[src/rtl/countdown_ctrl.sv]
// rtl/countdown_ctrl.sv - loadable down-counter sequencer with pause/resume/abort and done pulse
// Optional: `define COUNTDOWN_CTRL_AUTO_RELOAD_EN to reload and keep running at terminal count.
module countdown_ctrl #(
  parameter int WIDTH = 4
) (
  input  logic             clk,
  input  logic             reset,
  input  logic             start,
  input  logic [WIDTH-1:0] load_val,
  input  logic             tick,
  input  logic             pause,
  input  logic             abort,
  output logic [WIDTH-1:0] cnt,
  output logic             busy,
  output logic             done,
  output logic [1:0]       state
);

  typedef enum logic [1:0] {
    S_IDLE  = 2'd0,
    S_RUN   = 2'd1,
    S_PAUSE = 2'd2,
    S_DONE  = 2'd3
  } state_t;

  state_t           state_q, state_d;
  logic [WIDTH-1:0] cnt_q, cnt_d;
  logic             busy_q, busy_d;
  logic             done_q, done_d;
`ifdef COUNTDOWN_CTRL_AUTO_RELOAD_EN
  logic [WIDTH-1:0] reload_q, reload_d;
`endif

  always_comb begin
    state_d = state_q;
    cnt_d   = cnt_q;
    done_d  = 1'b0;
`ifdef COUNTDOWN_CTRL_AUTO_RELOAD_EN
    reload_d = reload_q;
`endif
    if (abort) begin
      state_d = S_IDLE;
      cnt_d   = '0;
    end else begin
      case (state_q)
        S_IDLE: begin
          if (start) begin
            if (load_val != '0) begin
              state_d = S_RUN;
              cnt_d   = load_val;
`ifdef COUNTDOWN_CTRL_AUTO_RELOAD_EN
              reload_d = load_val;
`endif
            end else begin
              state_d = S_DONE;
              cnt_d   = '0;
              done_d  = 1'b1;
            end
          end
        end
        S_RUN: begin
          // pause wins over a same-cycle tick, so a paused count never slips
          if (pause) begin
            state_d = S_PAUSE;
          end else if (tick) begin
            if (cnt_q > WIDTH'(1)) begin
              cnt_d = cnt_q - WIDTH'(1);
            end else if (cnt_q == WIDTH'(1)) begin
              done_d = 1'b1;
`ifdef COUNTDOWN_CTRL_AUTO_RELOAD_EN
              cnt_d = reload_q;
`else
              cnt_d   = '0;
              state_d = S_DONE;
`endif
            end
          end
        end
        S_PAUSE: begin
          if (start) begin
            state_d = S_RUN;
          end
        end
        default: begin
          state_d = S_IDLE;
        end
      endcase
    end
    busy_d = (state_d == S_RUN) || (state_d == S_PAUSE);
  end

  always_ff @(posedge clk) begin
    if (reset) begin
      state_q <= S_IDLE;
      cnt_q   <= '0;
      busy_q  <= 1'b0;
      done_q  <= 1'b0;
`ifdef COUNTDOWN_CTRL_AUTO_RELOAD_EN
      reload_q <= '0;
`endif
    end else begin
      state_q <= state_d;
      cnt_q   <= cnt_d;
      busy_q  <= busy_d;
      done_q  <= done_d;
`ifdef COUNTDOWN_CTRL_AUTO_RELOAD_EN
      reload_q <= reload_d;
`endif
    end
  end

  assign cnt   = cnt_q;
  assign busy  = busy_q;
  assign done  = done_q;
  assign state = state_q;

endmodule

[config.mk]
export PLATFORM = sky130hd
export DESIGN_NAME = countdown_ctrl
export DESIGN_NICKNAME = d
export VERILOG_FILES = /design/src/rtl/countdown_ctrl.sv
export SDC_FILE = /design/constraint.sdc
export NUM_CORES = 1
export LEC_CHECK = 0
export BUFFER_PORTS_ARGS = -buffer_cell sky130_fd_sc_hd__buf_2
export CAP_MARGIN = 20
export CORE_AREA = 2 2 39 41
export DETAILED_ROUTE_END_ITERATION = 16
export DIE_AREA = 0 0 41 43
export PLACE_DENSITY = 0.63
export SETUP_SLACK_MARGIN = 0.1
export SYNTH_ARGS = -nofsm -noshare
export SYNTH_HDL_FRONTEND = slang
export SYNTH_SLANG_ARGS = --single-unit
[constraint.sdc]
create_clock -name clk -period 3.2 [get_ports clk]
set_input_delay 0 -clock clk [delete_from_list [all_inputs] [get_ports clk]]
set_output_delay 0 -clock clk [all_outputs]
set_load 0.005 [all_outputs]
==> metrics.yaml <==
setup_violations: 0
clk_pin_slew_ns: 0.06
antenna_found_initial: 0
synth.distinct_cells: 29
grt_pass1_vias: 431
cts_tree: "done"
r2r_cells: 6
yosysTopAreaCell: "dfxtp_1"
fillerInstances: 137
reg2reg_slack_ns: 1.39
synth_area_leaders: "dfxtp_1 (32%), o41ai_4 (5.6%), a2bb2oi_1 (5.3%)"
initial_core_util: 0.357
io_buffers: 17
min_period_ns: 1.81
synth_top_area_frac: 0.324
crit_path_end_kind: "flop"
synth.ff_latch_count: 8
gr-usage-met3: 0.0628
syn_inst: 54
fmax_ghz: 0.554
multiInputGateArea_sq_um: 319
hold_start: "reset"
diodes: 0
clk_latency_ns: 0.26
power.density_mw_per_mm2: 379
drtIter0Drc: 5
hold_path_class: "input pin to flop"
power_leakage_nw: 0.283
critPathMaxStageDelay_ns: 0.49
vdd_drop_max_uv: 174
ys.warnings.count: 0
die_area_sq_mm: 0.00176
total_power_w: 0.000239
wirelength_um: 1170
period_share: 0.565
rsz0062_at_grt: "false"
path_buf_inv: 1
synth.avg_cell_area_sq_um: 9.15
clock_sinks: 8
cts_root_buf: "clkbuf_4"
ant_nets: 0
num_io_pins: 18
reg2reg_to: "cnt[2]$_SDFFE_PP0P_"
path_max_fanout: 8
cp-start-kind: "flop"
coreArea_sq_mm: 0.00138
arrival_ns: 1.96
criticalPathCategory: "flop to flop"
slew_viol_final: 0
syn_nets: 66
area_growth_pct: 27.8
synth.top_cells.by_count: "dfxtp_1 (8), nor2_1 (5), a21oi_1 (4), inv_1 (4)"
crit_required_ns: 3.35
die_h_um: 43
cts_buffer_depth: 2
synth_edf_count: 0
drcViolationCount: 0
grt_start_max_net_pins: 10
whs_path_depth: 3
cts_setup_buffers: 0
dr.pass1.iters: 3
grt_pass1_wl_um: 1830
synthFlopType: "dfxtp_1"
place_hpwl_um: 867
cp_slowest_cell: "o41ai_4"
crit_family: "compound AO/OA/AOI/OAI gates"
gr-usage-met1: 0.208
top_usage_layer: "met2"
path_cells: "inv_1 > ha_1 > nor4b_2 > o41ai_4 > o21ai_2 > a31o_1"
hold_violations: 0
r2r-start: "cnt[0]$_SDFFE_PP0P_"
drv_cap: 0
finalSetupTns_ns: 0
routabilityCongestion: 0.757
maxSlewHeadroom: 0.680
met2_usage: 0.222
die_w_um: 41
post-synth-top-count-cell: "dfxtp_1"
wire_per_inst_um: 12.8
yosysSeqAreaShare: 0.324
holdPathEnd: "done$_SDFF_PP0_"
seqCellArea_sq_um: 160
outcome: "finished, final reports clean"
nets: 89
overflow: 0
tightest_slew_ns: 0.478
fin_skew_ns: 0.00507
drive_gt1_frac: 0.360
ctsResizeCount: 0
cts_made_buffers: 3
drt-vias-per-instance: 5.41
grtUsageTotal: 0.160
postPlaceCellArea_sq_um: 599
rows: 14
async_reset_ff_frac: 0
synthesis.area_sq_um: 494
stdcell_area_sq_um: 632
vias: 492
htreeDepth: 1
layout make-up:
type	instances	share of cell area
clock buffers	3	0.0356
flip-flops and latches	8	0.253
repair buffers	18	0.150
inverters	4	0.0238
well taps	16	0.0317
multi-input cells	42	0.505
worst reg2reg max path: cells and delay by family (launching register included):
| kind | cells | cell delay (ns) |
|---|---|---|
| buf+inv | 1 | 0.06 |
| fa+ha+maj | 1 | 0.24 |
| flops | 1 | 0.40 |
| compound gates | 3 | 0.81 |
| simple gates | 1 | 0.19 |
repair_timing:
item                                    CTS  global route
endpoints found under the hold margin     1             0
endpoints found under the setup margin    0             0
hold buffers                              1             0
sequential cells by signal (all words and copies together) (netlist names):
register  cells
busy          1
cnt           4
done          1
state         2
metal layers:
layer	up-vias	part of all wire	wire length (um)
met1	216	0.51	594
met3	2	0.064	75
met4	0	0.011	13
met2	20	0.41	483
met5	-	0	0
li1	254	-	-
layout by cell type (no fill, tap or decap), types with 2 or more instances in the layout:
cell type	n
a211oi_1	2
a21oi_1	4
a2bb2oi_1	3
buf_2	17
clkbuf_4	3
dfxtp_1	8
ha_1	2
inv_1	4
nand3_1	2
nor2_1	5
o21ai_0	3
or2_2	2
cell families after synthesis:
| family | synth area share |
|---|---|
| AOI/OAI and AO/OA | 0.322 |
| xor gates and xnor gates | 0.0177 |
| adders and majority gates | 0.0506 |
| buffers and inverters | 0.0304 |
| DFF | 0.324 |
| and+or+nand+nor | 0.256 |
worst max-delay path by stage:
stage                              from                  end  cells after the start
floorplan           cnt[0]$_SDFFE_PP0P_  cnt[2]$_SDFFE_PP0P_                      6
global placement    cnt[0]$_SDFFE_PP0P_  cnt[2]$_SDFFE_PP0P_                      6
detailed placement  cnt[0]$_SDFFE_PP0P_  cnt[2]$_SDFFE_PP0P_                      6
CTS                 cnt[0]$_SDFFE_PP0P_  cnt[2]$_SDFFE_PP0P_                      6
global route        cnt[0]$_SDFFE_PP0P_  cnt[2]$_SDFFE_PP0P_                      6
finish              cnt[0]$_SDFFE_PP0P_  cnt[2]$_SDFFE_PP0P_                      6
power by group:
group	internal, W	total (W)	switching [W]
clock	0.0000431	0.0000807	0.0000376
combinational	0.0000256	0.0000496	0.0000240
sequential	0.000104	0.000109	0.00000538
through the flow:
stage / hold slack [ns] / setup WS, ns / utilization / std cells
floorplan: 0.0877 / 1.52 / - / 54
global placement: 0.246 / 1.44 / 0.433 / 87
detailed placement: 0.246 / 1.40 / 0.433 / 87
CTS: 0.0206 / 1.39 / 0.457 / 91
global route: 0.0462 / 1.28 / 0.457 / 91
finish: 0.0326 / 1.39 / 0.457 / 91
Power figures use the tool's default switching activity.
